===== src/rtl/sr_latch_ctrl.sv =====
// Pulse sequencer for an external SR latch: round-robin arbitration of set/clear
// requests, fixed-width drive pulses, recovery gaps and feedback checking.
module sr_latch_ctrl #(
    parameter int PULSE_CYCLES = 2,
    parameter int GAP_CYCLES   = 1
) (
    input  logic clk,
    input  logic rst_n,
    input  logic set_req,
    input  logic clr_req,
    input  logic q_fb,
    output logic latch_set,
    output logic latch_reset,
    output logic set_ack,
    output logic clr_ack,
    output logic busy,
    output logic q_shadow,
    output logic q_valid,
    output logic err
);

    typedef enum logic [1:0] {
        IDLE,
        SET_PULSE,
        RST_PULSE,
        GAP
    } state_t;

    localparam logic [3:0] PULSE_LOAD = 4'(PULSE_CYCLES - 1);
    localparam logic [3:0] GAP_LOAD   = 4'(GAP_CYCLES - 1);

    state_t     state;
    logic [3:0] cnt;
    logic       rr_favor_set;
    logic       any_req;
    logic       grant_set;
    logic       redundant;
    logic       pulse_is_set;

    // When both requests are pending the kind not granted last time wins.
    assign any_req      = set_req | clr_req;
    assign grant_set    = set_req & (~clr_req | rr_favor_set);
    assign redundant    = q_valid & (q_shadow == grant_set);
    assign pulse_is_set = (state == SET_PULSE);

    always_ff @(posedge clk or negedge rst_n) begin
        if (!rst_n) begin
            state        <= IDLE;
            cnt          <= 4'd0;
            latch_set    <= 1'b0;
            latch_reset  <= 1'b0;
            set_ack      <= 1'b0;
            clr_ack      <= 1'b0;
            busy         <= 1'b0;
            q_shadow     <= 1'b0;
            q_valid      <= 1'b0;
            err          <= 1'b0;
            rr_favor_set <= 1'b1;
        end else begin
            set_ack <= 1'b0;
            clr_ack <= 1'b0;
            case (state)
                IDLE: begin
                    if (any_req) begin
                        rr_favor_set <= ~grant_set;
                        if (redundant) begin
                            set_ack <= grant_set;
                            clr_ack <= ~grant_set;
                        end else if (grant_set) begin
                            state     <= SET_PULSE;
                            cnt       <= PULSE_LOAD;
                            latch_set <= 1'b1;
                            busy      <= 1'b1;
                        end else begin
                            state       <= RST_PULSE;
                            cnt         <= PULSE_LOAD;
                            latch_reset <= 1'b1;
                            busy        <= 1'b1;
                        end
                    end
                end
                SET_PULSE, RST_PULSE: begin
                    if (cnt == 4'd0) begin
                        // Pulse done: the latch should now hold the driven value.
                        state       <= GAP;
                        cnt         <= GAP_LOAD;
                        latch_set   <= 1'b0;
                        latch_reset <= 1'b0;
                        set_ack     <= pulse_is_set;
                        clr_ack     <= ~pulse_is_set;
                        q_shadow    <= pulse_is_set;
                        q_valid     <= 1'b1;
                        if (q_fb != pulse_is_set) begin
                            err <= 1'b1;
                        end
                    end else begin
                        cnt <= cnt - 4'd1;
                    end
                end
                GAP: begin
                    if (cnt == 4'd0) begin
                        state <= IDLE;
                        busy  <= 1'b0;
                    end else begin
                        cnt <= cnt - 4'd1;
                    end
                end
                default: begin
                    state <= IDLE;
                    busy  <= 1'b0;
                end
            endcase
        end
    end

endmodule


===== config.mk =====
export PLATFORM = sky130hd
export DESIGN_NAME = sr_latch_ctrl
export DESIGN_NICKNAME = d
export VERILOG_FILES = /design/src/rtl/sr_latch_ctrl.sv
export SDC_FILE = /design/constraint.sdc
export NUM_CORES = 1
export LEC_CHECK = 0
export CORE_MARGIN = 4
export CORE_UTILIZATION = 40
export DETAILED_ROUTE_END_ITERATION = 8
export PLACE_DENSITY_LB_ADDON = 0.08
export SETUP_SLACK_MARGIN = 0.02
export SYNTH_ARGS = -nofsm -noshare
export SYNTH_HDL_FRONTEND = slang
export SYNTH_SLANG_ARGS = --single-unit

===== constraint.sdc =====
create_clock -name clk -period 4.91 [get_ports clk]
set_clock_uncertainty 0.1 [all_clocks]
set_input_delay 1.2275 -clock clk [delete_from_list [all_inputs] [get_ports clk]]
set_output_delay 1.2275 -clock clk [all_outputs]
set_load 0.005 [all_outputs]

# Word-level counts from Yosys, hierarchy flattened
# Index checks and enable logic that the tools add are counted.
# Widths: inputs -> output; s select.
[word_totals]
out_inout_bits = 8
reg_bits = 15
[classes]
add_sub_neg = 1
n_eq_ne = 12
n_mux = 31
n_reduce_logical = 13
bitwise_logic = 7
[op_table]
columns = ["cell", "count"]
rows = [
  ["$mux 4", 4],
  ["$mux 1", 15],
  ["$ne 2x2->1 const B", 7],
  ["$pmux 4 s3", 1],
  ["$mux 2", 5],
  ["$pmux 1 s2", 5],
  ["$reduce_and 5->1", 2],
  ["$reduce_and 4->1", 2],
  ["$pmux 2 s3", 1],
  ["$reduce_and 3->1", 2],
  ["$eq 2x2->1 const B", 2],
  ["$logic_not 4->1", 1],
  ["$reduce_and 2->1", 2],
  ["$reduce_bool 2->1", 2],
  ["$sub 4x1->4 const B", 1],
  ["$not 1->1", 3],
  ["$and 1x1->1", 2],
  ["$eq 2x1->1 const B", 1],
  ["$logic_not 2->1", 1],
  ["$or 1x1->1", 2],
  ["$reduce_or 2->1", 1],
  ["$eq 1x1->1", 1],
  ["$ne 1x1->1", 1],
]

# Longest topological paths before layout
# Gate-level depths: netlist (run 1).
[logic_depth]
depth_word = 8
depth_mapped = 6

# Worst setup path after synthesis (run 1)
# OpenSTA, ideal clock, no wires.
[synth_timing]
path_type = "input port to flip-flop"
from = "input port clr_req"
to = "register state[0]"
slack_ps = 2285
arrival_ps = 2400
path_stages = 5
setup_time_ps = 125
path_cell_list = "nor2b_1 > or3_4 > buf_6 > a31oi_1 > mux2_2"
[synth_between]
elab_chain_len = 7
[synth_lines]
columns = ["item", "line", "source"]
rows = [
  ["start: declaration", "10", "input logic clr_req,"],
  ["$not 1->1", "42", "assign grant_set = set_req & (~clr_req | rr_favor_set);"],
  ["$or 1x1->1", "42", ""],
  ["$and 1x1->1", "42", ""],
  ["$mux 2 / $eq 1x1->1 (equally long branches)", "69, 43", ""],
  ["$mux 2 / $and 1x1->1 (equally long branches)", "66, 43", ""],
  ["$mux 2 / $ne 2x2->1 (equally long branches)", "-", ""],
  ["$pmux 2 s3 / $reduce_and 4->1 (equally long branches)", "-", ""],
  ["end signal: assignment", "70", "state <= SET_PULSE;"],
  ["end signal: assignment", "75", "state <= RST_PULSE;"],
  ["end signal: assignment", "85", "state <= GAP;"],
  ["end: declaration", "32", "state_t state;"],
]
# Parallel ways exist; a longest one is shown, timed or not. The select of a mux whose other input is x is not followed.
# A chain may end at the register's enable or synchronous reset.

# Final worst setup path (run 1)
[layout_timing]
from = "input port set_req"
to = "register state[0]"
[layout_between]
elab_chain_len = 5
[layout_lines]
columns = ["item", "line", "source"]
rows = [
  ["start: declaration", "9", "input logic set_req,"],
  ["$and 1x1->1", "42", ""],
  ["$mux 2 / $eq 1x1->1 (equally long branches)", "69, 43", ""],
  ["$mux 2 / $and 1x1->1 (equally long branches)", "66, 43", ""],
  ["$mux 2 / $ne 2x2->1 (equally long branches)", "-", ""],
  ["$pmux 2 s3 / $reduce_and 4->1 (equally long branches)", "-", ""],
]
# Parallel ways exist; a longest one is shown, timed or not. The select of a mux whose other input is x is not followed.

==> results of run 1 <==
==> metrics by stage <==
stage | utilization | instance area (um^2) | std cells | power [W] | setup WS [ns]
after detailed placement | 0.4870 | 1077 | 135 | 0.0006392 | 1.716
after floorplan | - | 937.1 | 97 | 0.0005293 | 2.285
final | 0.4989 | 1104 | 139 | 0.0007077 | 1.993
after CTS | 0.4989 | 1104 | 139 | 0.0007137 | 2.015
after global placement | 0.4870 | 1077 | 135 | 0.0006436 | 1.756
after global routing | 0.4989 | 1104 | 139 | 0.0007812 | 1.930
==> report_power, final <==
part	switching, W	internal, W	total (W)	leakage, nW
Sequential	0.0000362	0.000175	0.000211	0.179
Combinational	0.000225	0.000201	0.000426	0.266
Clock	0.0000395	0.0000316	0.0000711	0.0150
Total	0.000301	0.000407	0.000708	0.459
==> Yosys cell counts (all sizes together), types with 2 or more instances <==
| cell | n |
|---|---|
| mux2i | 2 |
| o22ai | 2 |
| inv | 10 |
| a31oi | 4 |
| nor2b | 2 |
| mux2 | 2 |
| nand4 | 4 |
| ha | 6 |
| a21oi | 4 |
| dfrtp | 14 |
| nor3 | 2 |
| nor2 | 4 |
| nand3 | 4 |
| o21ai | 2 |
| nand2 | 8 |
| nand2b | 4 |
==> worst min path at each step <==
stage | start | depth (start not counted) | end
global placement | err | 1 | err
global route | err | 1 | err
finish | err | 1 | err
floorplan | err | 1 | err
CTS | err | 1 | err
detailed placement | err | 1 | err
==> cells by family after synthesis <==
family,after synthesis,synth area share
xor+xnor,1,0.009348
mux,4,0.04539
simple gates,33,0.1936
buf+inv,12,0.05606
compound gates,26,0.2136
flops,15,0.4019
fa+ha+maj,6,0.08010
==> cells in the final DEF (no fill, tap or decap), types with 2 or more instances in the layout <==
master,n
dfrtp_1,14
nand3_1,4
nand2_1,8
nand2b_1,4
clkbuf_4,3
a31oi_1,4
inv_1,9
nand4_1,4
o21ai_0,2
ha_1,6
nor3_1,2
mux2i_1,2
a21oi_1,4
o22ai_1,2
clkdlybuf4s50_1,12
mux2_2,2
nor2_1,4
nor2b_1,2
==> final cells by class <==
cell class,count,area (um^2),share of cell area
tap,28,35.03,0.03175
clock buffer,4,26.28,0.02381
multi-input combinational,70,508.0,0.4603
sequential,15,376.6,0.3413
inverter,10,37.54,0.03401
timing repair buffer,12,120.1,0.1088
==> metal layers <==
metal | vias up | routed length, um | track usage
met5 | - | 0 | 0
met4 | 0 | 18 | 0.02712
met3 | 2 | 115 | 0.05517
met2 | 19 | 746 | 0.1770
met1 | 351 | 973 | 0.1901
li1 | 385 | - | -
==> flow_summary_export.csv, run 1 <==
group,metric,value,unit
run_status,outcome,"complete, no violations",
power,leakage,0.4592,nW
min_path,hold_class,"reg -> reg",
yosys,syn_nets,108,
setup_path,timing.rr.end,"state[0]",
floorplan,io_pins,13,
yosys,post_synth_instance_area,937.1,um^2
cells_and_area,reg.largest.list,"cnt x4, state x2",
cts,htree_levels,1,
timing,fmax,342.8,MHz
setup_path,cp-end-kind,"register",
timing,setup_viol,0,
yosys,ys_seq_area_frac,0.4019,
cells_and_area,largest_reg_flops,4,
routing,drtAntennaViolNets,0,
yosys,yosys-top-cells-area,"dfrtp_1 (37%), ha_1 (8.0%), inv_1 (3.6%), nand2_1 (3.2%), dfstp_2 (2.8%)",
yosys,synthDominantCellAreaShare,0.3738,
timing,post-route-period-util,0.5941,
yosys,async_flop_share,1.000,
setup_path,crit_type,"in -> reg",
yosys,synth.avg_cell_area,9.661,um^2
timing,finalHoldViolations,0,
global_routing,grt_use_total,0.1301,
floorplan,die_y,56.41,um
cells_and_area,regMostFlops,"cnt",
cts,cts.clk_slew.worst_paths,0.08,ns
yosys,syn_inst,97,
setup_path,rr_startpoint,"cnt[0]",
setup_path,critPathBufInv,2,
floorplan,rows,17,
routing,drt-total-wl,1854,um
cells_and_area,nNetsFinal,123,
setup_path,r2r_setup_slack,2.82,ns
cts,clock_path_buffers,2,
placement,place.gp.congestion,0.8062,
routing,num_vias,757,
cts,ctsHoldBuffers,0,
setup_path,crit_path_top_delay_cell,"clkdlybuf4s50_1",
cells_and_area,drive_gt1_frac,0.1351,
cts,cts_tree,"yes",
global_routing,grt_overflow,0,
cts,post_cts_resized,0,
cts,cts_buffers,3,
yosys,yosysTopAreaCell,"dfrtp_1",
cts,clock_sinks,15,
global_routing,grt_first_pass_wirelength,3325,um
timing,relSlewSlack,0.5510,
yosys,synth_top_flop_cell,"dfrtp_1",
setup_path,crit_fanout,10,
timing,worstMarginPinSlew,0.6713,ns
power,powerDensity,641.3,nW/um^2
yosys,synth_warnings,0,
setup_path,reg2regPathDepth,6,
routing,drt_iter0_markers,18,
timing,hold_ws,0.3838,ns
setup_path,cp_cell_sequence,"clkdlybuf4s50_1, inv_2, or3_4, a31oi_1, mux2_2",
routing,wl_per_cell,13.34,um
timing,post-route-min-period,2.917,ns
placement,dpl.hpwl,1394,um
cts,post_cts_buffers,0,
setup_path,max_stage_delay,0.59,ns
setup_path,path_delay_family,"buffers and inverters",
yosys,synth-edff-count,0,
yosys,synthDistinctLibCells,40,
setup_path,worstPathRequired,4.98,ns
global_routing,grt_pass1_vias,718,
cells_and_area,syn2layout_area_growth,17.76,%
yosys,synth-seq-cells,15,
placement,portBuffers,12,
setup_path,crit_start,"set_req",
routing,via_per_inst,5.446,
routing,drc_errors,0,
cells_and_area,fillCellCount,221,
floorplan,die_area,3182,um^2
timing,drv_slew,0,
setup_path,setup.worst_path.end,"state[0]",
floorplan,coreArea,2212,um^2
job,max_cap_violations,0,
setup_path,cp.depth,5,
timing,setup_tns,0,ns
setup_path,arrival,2.99,ns
floorplan,die_width,56.41,um
global_routing,antenna_found_initial,0,
global_routing,grt_max_degree,16,
cts,clock_latency,0.29,ns
cells_and_area,antenna_cells,0,
setup_path,cp-start-kind,"input pin",
floorplan,initial_core_util,0.4236,
cts,cts_root_buffer,"clkbuf_4",
power,irDropWorstVdd,0.3345,mV
timing,rsz0062_at_grt,"false",
routing,drt_first_pass_iters,4,
Power figures use the tool's default switching activity.
==> run 2, diff against run 1 <==
clock period = 2.9 ns   (was 4.91 ns; I/O delays follow)
==> run 2 against run 1 <==
Sequential cell count unchanged. Clock-buffer cell count is 1 lower. Hold slack improved by 0.0060 ns. Setup slack got worse by 1.5 ns. Clock power grew 79%. Non-clock buffer count grew 2. Die area did not move. Sequential power increased by 70%. Total power grew 74%.
==> flow_summary_export.csv, run 2 (same netlist as run 1, synthesis figures left out) <==
group,metric,value,unit
run_status,outcome,"complete, no violations",
placement,portBuffers,12,
routing,met1_length,1032,um
global_routing,antenna_found_initial,0,
global_routing,grt_first_pass_wirelength,3643,um
cells_and_area,drive_gt1_frac,0.1593,
timing,finalHoldViolations,0,
cells_and_area,antenna_cells,0,
timing,relSlewSlack,0.5424,
routing,drc_errors,0,
cells_and_area,regArea,376.6,um^2
cts,cts_root_buffer,"clkbuf_4",
timing,post-route-period-util,0.8359,
timing,setup_viol,0,
setup_path,crit_type,"in -> reg",
setup_path,reg2regPathDepth,6,
timing,post-route-min-period,2.424,ns
power,powerDensity,1098,nW/um^2
power,finalPower,0.001230,W
global_routing,grt_pass1_vias,784,
floorplan,die_y,56.41,um
cells_and_area,largest_reg_flops,4,
setup_path,cp-end-kind,"register",
min_path,min_path_cells,1,
timing,rsz0062_at_grt,"false",
global_routing,grt_overflow,0,
timing,worstMarginPinSlew,0.6842,ns
setup_path,arrival,2.50,ns
cells_and_area,regMostFlops,"cnt",
cells_and_area,nNetsFinal,125,
global_routing,grt_use_total,0.1429,
job,max_cap_violations,0,
floorplan,initial_core_util,0.4236,
cts,htree_levels,1,
floorplan,rows,17,
placement,place_area,1092,um^2
cts,cts_tree,"yes",
floorplan,io_pins,13,
placement,place_ws,0.2046,ns
setup_path,timing.rr.end,"state[0]",
routing,drt-total-wl,2032,um
min_path,hold_class,"reg -> reg",
cells_and_area,design_area,1120,um^2
setup_path,cp_cell_sequence,"clkdlybuf4s50_1, inv_2, or3_4, a31oi_1, mux2_2",
cts,clock_path_buffers,2,
routing,wl_per_cell,14.41,um
power,leakage,0.4712,nW
timing,drv_slew,0,
global_routing,grt_max_degree,16,
routing,drt_first_pass_iters,4,
cells_and_area,layout_common_cells,"dfrtp_1 (14), clkdlybuf4s50_1 (12), inv_1 (9), nand2_1 (8), ha_1 (6)",
cts,ctsHoldBuffers,0,
cells_and_area,post-route-util,0.5062,
routing,wl_met3,69,um
setup_path,rr_startpoint,"state[0]",
floorplan,coreArea,2212,um^2
setup_path,crit_path_top_delay_cell,"clkdlybuf4s50_1",
routing,top_layer,"met4",
setup_path,max_stage_delay,0.59,ns
cts,clock_latency,0.30,ns
cts,clock_sinks,15,
min_path,min_to,"err",
cts,cts.clk_slew.worst_paths,0.09,ns
routing,drt_iter0_markers,8,
routing,wl_met2,917,um
cts,cts_buffers,3,
cells_and_area,multi_input_area,508.0,um^2
power,irDropWorstVdd,0.6010,mV
placement,place.gp.congestion,0.8123,
cts,post_cts_resized,0,
setup_path,r2r_setup_slack,0.94,ns
cells_and_area,layout_commonest_cell,"dfrtp_1",
cts,post_cts_buffers,0,
cells_and_area,syn2layout_area_growth,19.49,%
floorplan,die_width,56.41,um
min_path,hp-start,"err",
routing,num_vias,775,
floorplan,die_area,3182,um^2
routing,via_per_inst,5.496,
timing,setup_slack,0.4759,ns
timing,fmax,412.5,MHz
placement,dpl.hpwl,1500,um
setup_path,worstPathRequired,2.98,ns
setup_path,cp-start-kind,"input pin",
cells_and_area,fillCellCount,215,
cells_and_area,reg.largest.list,"cnt x4, state x2",
setup_path,crit_fanout,10,
timing,setup_tns,0,ns
routing,drtAntennaViolNets,0,
==> run 2: worst max path at each step <==
stage | start | endpoint | slack [ns] | depth (start not counted)
5_1_grt | set_req | state[0] | 0.42 | 5
6_report | set_req | state[0] | 0.48 | 5
2_1_floorplan | clr_req | state[0] | 0.78 | 5
3_5_place_dp | set_req | state[0] | 0.20 | 5
4_1_cts | set_req | state[0] | 0.50 | 5
3_3_place_gp | set_req | state[0] | 0.23 | 5
==> run 2: final cells by class <==
type                       count  share of cell area
timing repair buffer          14              0.1207
clock inverter                 1            0.004469
tap                           28             0.03129
multi-input combinational     70              0.4536
sequential                    15              0.3363
clock buffer                   3             0.02011
inverter                      10             0.03352
==> run 2: per-stage QoR <==
stage	hold WS (ns)	instances
floorplan	0.3294	97
global placement	0.3571	137
detailed placement	0.3679	137
CTS	0.3904	141
global route	0.4274	141
finish	0.3898	141
==> run 2: power breakdown <==
part	internal (W)	switching (W)	total, W	leakage, nW
Sequential	0.000296	0.0000623	0.000358	0.179
Clock	0.0000513	0.0000752	0.000127	0.0177
Combinational	0.000354	0.000392	0.000745	0.275
==> run 2: critical path: cells and delay by family <==
family | cells | cell delay (ns)
muxes | 1 | 0.37
AOI/OAI and AO/OA | 1 | 0.30
and+or+nand+nor | 1 | 0.45
buffers and inverters | 2 | 0.66
==> run 2: routing by layer <==
layer	GRT usage	vias up
li1	-	388
met1	0.1909	375
met2	0.2237	10
met3	0.04138	2
met4	0.04068	0
met5	0	-
